--- src/rtl/mole_pkg.sv ---
// rtl/mole_pkg.sv - shared types and constants for the whack-a-mole sequencer
package mole_pkg;

  typedef enum logic [2:0] {IDLE, SPAWN, SHOW, HIT, GAP, OVER} state_t;

  localparam logic [3:0] POS_NONE  = 4'd0;
  localparam logic [7:0] LFSR_SEED = 8'hA5;
  // x^8+x^6+x^5+x^4+1 as taps on bits 7,5,4,3 of a left-shifting register
  localparam logic [7:0] LFSR_TAPS = 8'hB8;
  localparam logic [7:0] SCORE_MAX = 8'd255;

  function automatic logic [7:0] sat_inc(input logic [7:0] v);
    return (v == SCORE_MAX) ? v : v + 8'd1;
  endfunction

endpackage

--- src/rtl/mole_lfsr.sv ---
// rtl/mole_lfsr.sv - free-running 8-bit Fibonacci LFSR for mole placement
module mole_lfsr
  import mole_pkg::*;
(
  input  logic       clk,
  input  logic       rst,
  output logic [7:0] lfsr
);

  always_ff @(posedge clk) begin
    if (rst) lfsr <= LFSR_SEED;
    else     lfsr <= {lfsr[6:0], ^(lfsr & LFSR_TAPS)};
  end

endmodule

--- src/rtl/mole_game_ctrl.sv ---
// rtl/mole_game_ctrl.sv - game sequencer: tick prescaler, mole FSM, score and timer
module mole_game_ctrl
  import mole_pkg::*;
#(
  parameter int TICK_DIV   = 12_500_000,
  parameter int SHOW_TICKS = 4,
  parameter int HIT_TICKS  = 2,
  parameter int GAP_TICKS  = 1,
  parameter int GAME_TICKS = 120
) (
  input  logic       clk,
  input  logic       rst,
  input  logic       start,
  input  logic       key_valid,
  input  logic [3:0] key_code,
  output logic       in_game,
  output logic [3:0] position,
  output logic       hit,
  output logic [7:0] score,
  output logic [7:0] time_left,
  output logic       game_over
);

  localparam int CW = (TICK_DIV > 1) ? $clog2(TICK_DIV) : 1;

  state_t        state, state_d;
  logic [CW-1:0] presc;
  logic          tick;
  logic          start_ok;
  logic [7:0]    lfsr;
  logic [3:0]    cand;
  logic [3:0]    last_pos, last_d, pos_d;
  logic          hit_d;
  logic [7:0]    score_d, time_d, phase, phase_d;
  logic          unused_lfsr_hi;

  mole_lfsr u_lfsr (
    .clk  (clk),
    .rst  (rst),
    .lfsr (lfsr)
  );

  assign tick           = (presc == CW'(TICK_DIV - 1));
  assign cand           = lfsr[3:0] + 4'd1;
  assign unused_lfsr_hi = ^lfsr[7:4];

  always_ff @(posedge clk) begin
    if (rst) begin
      state     <= IDLE;
      presc     <= '0;
      position  <= POS_NONE;
      last_pos  <= POS_NONE;
      hit       <= 1'b0;
      score     <= 8'd0;
      time_left <= 8'd0;
      phase     <= 8'd0;
      in_game   <= 1'b0;
      game_over <= 1'b0;
    end else begin
      state     <= state_d;
      presc     <= (start_ok || tick) ? '0 : presc + CW'(1);
      position  <= pos_d;
      last_pos  <= last_d;
      hit       <= hit_d;
      score     <= score_d;
      time_left <= time_d;
      phase     <= phase_d;
      in_game   <= (state_d inside {SPAWN, SHOW, HIT, GAP});
      game_over <= (state_d == OVER);
    end
  end

  always_comb begin
    state_d  = state;
    pos_d    = position;
    last_d   = last_pos;
    hit_d    = hit;
    score_d  = score;
    time_d   = time_left;
    phase_d  = phase;
    start_ok = 1'b0;
    case (state)
      IDLE, OVER: begin
        if (start) begin
          start_ok = 1'b1;
          state_d  = SPAWN;
          score_d  = 8'd0;
          time_d   = 8'(GAME_TICKS);
          last_d   = POS_NONE;
        end
      end
      default: begin
        // Game-timer expiry overrides everything else, including a scoring key.
        if (tick && time_left == 8'd1) begin
          state_d = OVER;
          time_d  = 8'd0;
          pos_d   = POS_NONE;
          hit_d   = 1'b0;
        end else begin
          if (tick) time_d = time_left - 8'd1;
          case (state)
            SPAWN: begin
              if ((lfsr[3:0] <= 4'd8) && (cand != last_pos)) begin
                pos_d   = cand;
                last_d  = cand;
                phase_d = 8'(SHOW_TICKS);
                state_d = SHOW;
              end
            end
            SHOW: begin
              if (key_valid && key_code == position) begin
                hit_d   = 1'b1;
                score_d = sat_inc(score);
                phase_d = 8'(HIT_TICKS);
                state_d = HIT;
              end else if (tick) begin
                if (phase == 8'd1) begin
                  pos_d   = POS_NONE;
                  phase_d = 8'(GAP_TICKS);
                  state_d = GAP;
                end else if (phase > 8'd1) begin
                  phase_d = phase - 8'd1;
                end
              end
            end
            HIT: begin
              if (tick) begin
                if (phase == 8'd1) begin
                  hit_d   = 1'b0;
                  pos_d   = POS_NONE;
                  phase_d = 8'(GAP_TICKS);
                  state_d = GAP;
                end else if (phase > 8'd1) begin
                  phase_d = phase - 8'd1;
                end
              end
            end
            GAP: begin
              if (tick) begin
                if (phase == 8'd1)     state_d = SPAWN;
                else if (phase > 8'd1) phase_d = phase - 8'd1;
              end
            end
            default: ;
          endcase
        end
      end
    endcase
  end

endmodule

--- config.mk ---
export PLATFORM = sky130hd
export DESIGN_NAME = mole_game_ctrl
export DESIGN_NICKNAME = d
export VERILOG_FILES = /design/src/rtl/mole_pkg.sv /design/src/rtl/mole_lfsr.sv /design/src/rtl/mole_game_ctrl.sv
export SDC_FILE = /design/constraint.sdc
export NUM_CORES = 1
export LEC_CHECK = 0
export CORE_ASPECT_RATIO = 1.2
export CORE_UTILIZATION = 49
export CTS_BUF_LIST = sky130_fd_sc_hd__clkbuf_4
export DETAILED_ROUTE_END_ITERATION = 16
export GPL_ROUTABILITY_DRIVEN = 0
export MAX_ROUTING_LAYER = met4
export PLACE_DENSITY = 0.73
export SKIP_CTS_REPAIR_TIMING = 1
export SYNTH_ARGS = -nofsm -noshare
export SYNTH_HDL_FRONTEND = slang
export SYNTH_SLANG_ARGS = --single-unit
--- constraint.sdc ---
create_clock -name clk -period 3.3 [get_ports clk]
set_clock_uncertainty 0.15 [all_clocks]
set_input_delay 0.66 -clock clk [delete_from_list [all_inputs] [get_ports clk]]
set_output_delay 0.66 -clock clk [all_outputs]
set_load 0.01 [all_outputs]
==> out/metrics.yaml, run 1 <==
multiInputGateArea_um2: 2260
register_clock_pin_slew_on_the_reported_worst_setup_and_hold_paths_ns: 0.12
post_synthesis_average_cell_area_um2: 8.34
place.detailed.hpwl_um: 6070
die_y_um: 98.7
drt_iter0_markers: 162
worst_ep_required_time_ns: 3.43
fin_util: 0.585
cts_buffer_depth: 2
first_pass_iters: 4
numPortBuffers: 30
global_route.overflow_total: 0
clock_insertion_delay_worst_skew_ns: 0.42
synth-seq-area-share: 0.367
htree_num_levels: 3
synth_enable_flop_cells: 0
placement.setup.worst_slack_ns: 0.414
tightestPinTransition_ns: 0.749
hold-path-endpoint: "u_lfsr.lfsr[7]"
fp-row-count: 34
arrival_ns: 2.74
cts_made_buffers: 9
netlist_area_um2: 3820
cp_buf_inv_count: 0
amount_of_wire_on_met2_after_detailed_routing_um: 4100
grt_pass1_wl_um: 14300
fin_nets: 500
crit_slowest_cell: "sky130_fd_sc_hd__nand2_1"
worstPathCellList: "ha_1 -> and4_1 -> and4_1 -> nand2_1 -> nand2_1 -> nor2_1"
final_min_period_over_clock_period: 0.794
area_delta_synth_final_pct: 13.2
place_area_um2: 4160
die_width_um: 82.6
layout_setup_ws_ns: 0.681
detail_route.drc_violations: 0
sinks_on_clock_net: 70
fin_tns_setup_ns: 0
rsz0062_at_grt: "no"
floorplan.initialDensity: 0.516
max_clock_freq_ghz: 0.382
grt_antenna_before_repair: 0
slowest_delay_ns: 0.63
root_buffer: "sky130_fd_sc_hd__clkbuf_4"
mappedNetlistNets: 474
register_area_um2: 1400
finalInstanceArea_um2: 4330
yosysWarnings: 0
synth-seq-cells: 70
cts_tree: "yes"
timing.max_cap.violations: 0
wire_per_inst_um: 14.4
fin_cells: 579
route.met3.wl_um: 294
power.density_nw_per_um2: 480
post_drt_via_cell_ratio: 5.79
pin_count: 31
grt_pass1_vias: 3197
finalWirelength_um: 8350
r2r-end: "presc[15]"
timing.hold.worst.class: "register to register"
final.min_clock_period_ns: 2.62
yosys_most_used_dff: "sky130_fd_sc_hd__dfxtp_1"
timing_max_transition_violations_final: 0
num_vias: 3353
hold_path.startpoint: "u_lfsr.lfsr[6]"
crit_path_max_fo: 23
core_area_um2: 7400
filler_instances: 683
worst_hold_slack_ns: 0.267
post_synth_inst_count: 458
setup.reg_to_reg.worst_slack_ns: 0.68
timing_worst_setup_path_type: "register to register"
design_power_total_mw: 2.08
grt.total_usage: 0.230
critical-path-top-delay-family: "simple AND/OR/NAND/NOR gates"
timing.rr.start: "presc[0]"
ys_async_sr_fraction: 0
setup.worst_path.end_class: "register"
worst_setup_path_start_kind: "register"
ant_nets: 0
antenna-diode-count: 0
relSlewSlack: 0.499
route.top_layer_used: "met4"
final_layout_size_suffix_gt1_frac: 0.100
vdd_drop_max_mv: 0.308
dieArea_um2: 8160
grt_max_degree: 24
report.final.setup_viol: 0
dp_cells: 563
hold_viol_final: 0
post_synth_num_cell_types: 63
outcome: "finished, final reports clean"
power.leakage_nw: 1.48
wl_met1_um: 3830
min_path_cells: 1
timing.reg2reg.worst_path_depth: 6
[cells in the mapped netlist (all sizes together) (6+ instances only)]
cell	instances	area share
or2	8	0.013
clkbuf	7	0.0069
nand2	34	0.033
xor2	18	0.041
nand3	26	0.040
o31ai	10	0.020
nor2	56	0.055
inv	12	0.012
xnor2	18	0.041
a21oi	32	0.043
and3	10	0.016
nor3	16	0.022
ha	8	0.026
and4	7	0.016
and2	6	0.010
or3	11	0.018
o21ai	19	0.029
buf	13	0.022
nand4	15	0.025
dfxtp	70	0.37
[cells by family after synthesis]
family / Yosys count / share of synthesized area
AND/OR/NAND/NOR: 215 / 0.306
AO/OA/AOI/OAI: 94 / 0.170
flip-flops: 70 / 0.367
XOR/XNOR: 36 / 0.0825
buffers and inverters: 32 / 0.0409
adder cells (fa/ha/maj): 8 / 0.0262
multiplexers: 3 / 0.00819
[layer usage]
layer | vias up | GRT usage
met3 | 15 | 0.0435
met1 | 1559 | 0.278
li1 | 1707 | -
met4 | 0 | 0.0743
met2 | 72 | 0.379
met5 | - | -
[area by class of cell]
class / instances / area share
Clock inverter: 5 / 0.0194
Sequential cell: 70 / 0.324
Inverter: 12 / 0.0104
Tap cell: 90 / 0.0260
Timing Repair Buffer: 35 / 0.0781
Multi-Input combinational cell: 356 / 0.523
Clock buffer: 11 / 0.0191
[worst register-to-register path, stage by stage, from the launching register on]
cell                      delay (ns)
sky130_fd_sc_hd__dfxtp_1        0.37
sky130_fd_sc_hd__ha_1           0.21
sky130_fd_sc_hd__and4_1         0.37
sky130_fd_sc_hd__and4_1         0.39
sky130_fd_sc_hd__nand2_1        0.24
sky130_fd_sc_hd__nand2_1        0.63
sky130_fd_sc_hd__nor2_1         0.12
[flip-flops by register name (all words and copies together), names as in the netlist, 3 cells and up]
| register | cells |
|---|---|
| phase | 8 |
| score | 8 |
| position | 4 |
| u_lfsr.lfsr | 8 |
| state | 3 |
| time_left | 8 |
| presc | 24 |
| last_pos | 4 |
[power by group]
| group | leakage (nW) | switching, mW | internal, mW | total [mW] |
|---|---|---|---|---|
| Combinational | 0.831 | 0.279 | 0.206 | 0.486 |
| Sequential | 0.570 | 0.0618 | 0.894 | 0.956 |
| Clock | 0.0833 | 0.311 | 0.326 | 0.637 |
| Total | 1.48 | 0.652 | 1.43 | 2.08 |
[placed cells by master, fill, tap and decap left out, types with 4 or more instances in the layout]
master                            Yosys  final
sky130_fd_sc_hd__ha_1                 8      8
sky130_fd_sc_hd__nand2_1             34     34
sky130_fd_sc_hd__o21ai_2              4      4
sky130_fd_sc_hd__a211oi_1             4      4
sky130_fd_sc_hd__o32a_1               4      4
sky130_fd_sc_hd__inv_1               12     12
sky130_fd_sc_hd__nor2b_1              5      5
sky130_fd_sc_hd__dfxtp_1             70     70
sky130_fd_sc_hd__nor2_1              56     56
sky130_fd_sc_hd__clkdlybuf4s50_1      0     30
sky130_fd_sc_hd__clkbuf_4             0     11
sky130_fd_sc_hd__nand4_1             15     15
sky130_fd_sc_hd__or2_2                6      6
sky130_fd_sc_hd__nand2b_1             5      5
sky130_fd_sc_hd__and4_1               7      7
sky130_fd_sc_hd__nor3_1              15     15
sky130_fd_sc_hd__nand3_1             23     23
sky130_fd_sc_hd__and3_1              10     10
sky130_fd_sc_hd__and2_1               5      5
sky130_fd_sc_hd__xor2_1              18     18
sky130_fd_sc_hd__or3_1               11     11
sky130_fd_sc_hd__a21oi_1             31     31
sky130_fd_sc_hd__xnor2_1             18     18
sky130_fd_sc_hd__o21ai_0             12     12
sky130_fd_sc_hd__o31ai_1             10     10
sky130_fd_sc_hd__buf_4                3      5
[worst max-delay path by stage]
stage	from	end	cells after the start	slack (ns)
2_1_floorplan	key_code[0]	score[7]	6	1.11
3_3_place_gp	key_code[3]	score[7]	7	0.44
3_5_place_dp	key_code[0]	score[7]	7	0.41
4_1_cts	presc[0]	presc[9]	6	0.69
5_1_grt	presc[0]	presc[10]	6	0.47
6_report	presc[0]	presc[15]	6	0.68
(Power assumes the default switching activity.)
==> run 2, diff against run 1 <==
PLACE_DENSITY = 0.76   (was 0.73)
clock period = 2.4 ns   (was 3.3 ns; I/O delays follow)
==> run 2 against run 1 <==
Compared with the run above:
- clock power up 32%
- cell count up 2.9%
- sequential power up 37%
- design area up 3.6%
- first-iteration DRC count up 41%
- die area unchanged
- non-clock buffer count up 17
- routed wire length up 5.7%
- critical path type unchanged
==> out/metrics.yaml, run 2 (same netlist as run 1, synthesis figures left out) <==
outcome: "finished, final reports clean"
setup.worst_path.end_class: "register"
htree_num_levels: 3
highest_count_cells_in_the_layout_ignoring_fill_and_taps: "69 x sky130_fd_sc_hd__dfxtp_1, 55 x sky130_fd_sc_hd__nor2_1, 34 x sky130_fd_sc_hd__nand2_1"
finalWirelength_um: 8820
fin_tns_setup_ns: 0
use_met2: 0.381
timing.hold.worst.class: "register to register"
power.density_nw_per_um2: 647
fin_nets: 517
crit_path_max_fo: 10
rsz0062_at_grt: "no"
worst_setup_path_start_kind: "register"
place.detailed.hpwl_um: 6420
hold_viol_final: 0
first_pass_iters: 5
clock_insertion_delay_worst_skew_ns: 0.41
power_frac_comb: 0.257
top_usage_layer: "met2"
root_buffer: "sky130_fd_sc_hd__clkbuf_4"
relSlewSlack: 0.652
use_met1: 0.301
register_clock_pin_slew_on_the_reported_worst_setup_and_hold_paths_ns: 0.12
timing_worst_setup_path_type: "register to register"
antenna-diode-count: 0
final_min_period_over_clock_period: 0.944
finalInstanceArea_um2: 4480
worst_ep_required_time_ns: 2.54
ant_nets: 0
grt.total_usage: 0.240
cts_tree: "yes"
drt_iter0_markers: 229
timing_max_transition_violations_final: 0
area_delta_synth_final_pct: 17.4
largest_register_ff_count: 24
floorplan.initialDensity: 0.516
fin_util: 0.606
cts_buffer_depth: 2
switching_share: 0.316
global_route.overflow_total: 0
wire_per_inst_um: 14.8
post_drt_via_cell_ratio: 5.88
internal-power_mw: 1.98
grt_pass1_vias: 3262
die_y_um: 98.7
timing.max_cap.violations: 0
detail_route.drc_violations: 0
final_layout_size_suffix_gt1_frac: 0.136
grt_pass1_wl_um: 14900
grt_max_degree: 26
met3_routing_resource_usage_after_global_routing: 0.0444
cts_made_buffers: 9
report.final.setup_viol: 0
grt_antenna_before_repair: 0
power.leakage_nw: 1.57
max_clock_freq_ghz: 0.441
design_power_total_mw: 2.90
pin_count: 31
clockPowerShare: 0.290
fp-row-count: 34
die_width_um: 82.6
place_area_um2: 4310
num_vias: 3507
numPortBuffers: 30
sinks_on_clock_net: 70
p_switching_mw: 0.916
core_area_um2: 7400
dieArea_um2: 8160
mostFrequentLayoutCell: "sky130_fd_sc_hd__dfxtp_1"
arrival_ns: 2.41
power_frac_seq: 0.453
largest_register: "presc"
tightestPinTransition_ns: 0.517
vdd_drop_max_mv: 0.573
final.min_clock_period_ns: 2.27
run 2: cell types whose count changed in the layout (fill, tap and decap cells not counted), moves of 2 or more:
cell / previous run / this run
sky130_fd_sc_hd__buf_12: 0 / 2
sky130_fd_sc_hd__clkinv_2: 0 / 2
sky130_fd_sc_hd__buf_4: 5 / 20
sky130_fd_sc_hd__clkbuf_4: 11 / 9
run 2: power by group through the flow:
stage | Combinational, mW | Clock [mW] | Sequential [mW]
3_5_place_dp | 0.734 | 0 | 1.34
2_1_floorplan | 0.505 | 0 | 1.32
6_report | 0.746 | 0.840 | 1.31
3_3_place_gp | 0.714 | 0 | 1.34
5_1_grt | 0.820 | 0.913 | 1.33
4_1_cts | 0.739 | 0.864 | 1.31
run 2: layout make-up:
class                      instances  area, µm²
multi-input combinational        356       2280
clock inverter                     7       88.8
tap                               90        113
fill                             652       2920
inverter                          12       45.0
timing repair buffer              52        490
sequential                        70       1400
clock buffer                       9       67.6
run 2: path summary, 6_finish.rpt:
kind / startpoint / endpoint / slack [ns] / cells past startpoint
setup / recovery: presc[0] / time_left[5] / 0.13 / 7
setup reg to reg: presc[0] / time_left[5] / 0.13 / 7
hold / removal: u_lfsr.lfsr[6] / u_lfsr.lfsr[7] / 0.28 / 1
hold reg to reg: u_lfsr.lfsr[6] / u_lfsr.lfsr[7] / 0.28 / 1
run 2: critical path, cell delays in order (launching register included):
cell	delay [ns]
sky130_fd_sc_hd__dfxtp_1	0.36
sky130_fd_sc_hd__ha_1	0.21
sky130_fd_sc_hd__and4_1	0.27
sky130_fd_sc_hd__and4_1	0.36
sky130_fd_sc_hd__nand3_4	0.16
sky130_fd_sc_hd__nor3b_1	0.34
sky130_fd_sc_hd__mux2i_1	0.22
sky130_fd_sc_hd__a21oi_1	0.08
run 2: layer usage:
| layer | wire length, µm | vias up |
|---|---|---|
| li1 | - | 1732 |
| met1 | 3980 | 1679 |
| met2 | 4340 | 84 |
| met3 | 373 | 12 |
| met4 | 129 | 0 |
| met5 | 0 | - |
run 2: per-stage QoR:
step	hold slack, ns	cells	setup WS [ns]
6_report	0.279	596	0.135
5_1_grt	0.330	596	0.0107
3_3_place_gp	0.243	580	-0.153
4_1_cts	0.291	596	0.0880
2_1_floorplan	0.239	458	0.241
3_5_place_dp	0.267	580	-0.210
==> run 3, diff against run 2 <==
CORE_MARGIN = 3   (was default)
CORE_UTILIZATION = 50   (was 49)
PLACE_DENSITY = 0.77   (was 0.76)
==> run 3 against run 2 <==
Compared with the run above:
- utilization grew 1.5 points
- first-iteration DRC count is 28% higher
- routed wire length increased by 0.93%
- critical path type unchanged
- combinational power up 5.9%
- via count is 0.29% lower
- register-to-register slack worse by 0.02 ns
- critical endpoint is now phase[3]
- power up 8.4%
- maximum frequency fell by 0.90%
==> out/metrics.yaml, run 3 (same netlist as run 1, synthesis figures left out) <==
outcome: "finished, final reports clean"
area_delta_synth_final_pct: 19.6
grt_max_degree: 24
worst_setup_path_endpoint: "phase[3]"
num_vias: 3497
grt_antenna_before_repair: 0
met3_routing_resource_usage_after_global_routing: 0.0496
cts_buffer_depth: 2
drt_iter0_markers: 294
hold_viol_final: 0
place_area_um2: 4340
global_route.overflow_total: 0
hold_path.startpoint: "u_lfsr.lfsr[6]"
grt_pass1_vias: 3324
cts_made_buffers: 9
tightestPinTransition_ns: 0.493
mostFrequentLayoutCell: "sky130_fd_sc_hd__dfxtp_1"
fin_tns_setup_ns: 0
die_y_um: 102
die_width_um: 85.8
max_clock_freq_ghz: 0.437
wire_per_inst_um: 14.8
largest_register: "presc"
setup.reg_to_reg.worst_slack_ns: 0.11
grt.total_usage: 0.219
final_min_period_over_clock_period: 0.952
root_buffer: "sky130_fd_sc_hd__clkbuf_4"
vdd_drop_max_mv: 0.485
register_clock_pin_slew_on_the_reported_worst_setup_and_hold_paths_ns: 0.11
place.detailed.hpwl_um: 6480
detail_route.drc_violations: 0
timing.max_cap.violations: 0
worst_setup_path_start_kind: "register"
design_power_total_mw: 3.14
timing_worst_setup_path_type: "register to register"
largest_register_ff_count: 24
pin_count: 31
final.min_clock_period_ns: 2.29
critPathLaunch: "presc[0]"
use_met1: 0.254
final_layout_size_suffix_gt1_frac: 0.152
setup.worst_path.end_class: "register"
floorplan.initialDensity: 0.519
finalWirelength_um: 8900
arrival_ns: 2.46
use_met2: 0.364
fin_nets: 524
timing_max_transition_violations_final: 0
grt_pass1_wl_um: 15100
htree_num_levels: 3
power.density_nw_per_um2: 688
antenna-diode-count: 0
timing.rr.start: "presc[0]"
worst_ep_required_time_ns: 2.57
numPortBuffers: 30
sinks_on_clock_net: 70
post_drt_via_cell_ratio: 5.80
core_area_um2: 7360
power.leakage_nw: 1.63
finalInstanceArea_um2: 4570
ant_nets: 0
relSlewSlack: 0.669
r2r-end: "phase[3]"
placement.setup.worst_slack_ns: -0.208
layout_setup_ws_ns: 0.114
cts_tree: "yes"
top_usage_layer: "met2"
dieArea_um2: 8730
fp-row-count: 34
timing.reg2reg.worst_path_depth: 7
first_pass_iters: 6
crit_path_max_fo: 8
clock_insertion_delay_worst_skew_ns: 0.42
report.final.setup_viol: 0
timing.hold.worst.class: "register to register"
rsz0062_at_grt: "yes"
highest_count_cells_in_the_layout_ignoring_fill_and_taps: "70 x sky130_fd_sc_hd__dfxtp_1, 56 x sky130_fd_sc_hd__nor2_1, 34 x sky130_fd_sc_hd__nand2_1"
==> run 3: critical path: stages (launching register included) <==
cell and delay (ns):
sky130_fd_sc_hd__dfxtp_1 0.37, sky130_fd_sc_hd__ha_2 0.21, sky130_fd_sc_hd__and4_4 0.28, sky130_fd_sc_hd__and4_1 0.28, sky130_fd_sc_hd__and4_1 0.25, sky130_fd_sc_hd__o2111a_2 0.29
sky130_fd_sc_hd__nand4_1 0.11, sky130_fd_sc_hd__a221oi_1 0.24
==> run 3: worst min-delay path by stage <==
stage                     end  slack, ns  depth (start not counted)
2_1_floorplan  u_lfsr.lfsr[7]       0.24                          1
3_3_place_gp   u_lfsr.lfsr[7]       0.25                          1
3_5_place_dp   u_lfsr.lfsr[7]       0.24                          1
4_1_cts        u_lfsr.lfsr[7]       0.28                          1
5_1_grt        u_lfsr.lfsr[7]       0.30                          1
6_report       u_lfsr.lfsr[7]       0.28                          1
==> run 3: power breakdown <==
| group | switching, mW | leakage (nW) | total, mW | internal (mW) |
|---|---|---|---|---|
| combinational | 0.426 | 0.954 | 0.790 | 0.364 |
| clock | 0.427 | 0.104 | 1.05 | 0.627 |
| sequential | 0.0717 | 0.570 | 1.30 | 1.23 |
| total | 0.924 | 1.63 | 3.14 | 2.22 |
==> run 3: final cells by class <==
type | count | area (µm²)
fillers | 614 | 2790
multi-input cells | 356 | 2280
flip-flops and latches | 70 | 1400
repair buffers | 59 | 531
clock inverters | 7 | 136
well taps | 90 | 113
clock buffers | 9 | 67.6
inverters | 12 | 45.0
==> run 3: stage by stage <==
step	hold WS, ns	cells	util
2_1_floorplan	0.239	458	-
3_3_place_gp	0.247	585	0.589
3_5_place_dp	0.244	585	0.589
4_1_cts	0.282	601	0.617
5_1_grt	0.298	603	0.621
6_report	0.283	603	0.621
==> run 3: routing by layer <==
| layer | vias to the layer above | wire length, µm |
|---|---|---|
| met5 | - | 0 |
| met3 | 18 | 521 |
| met2 | 117 | 4360 |
| met1 | 1618 | 3840 |
| met4 | 0 | 183 |
| li1 | 1744 | - |
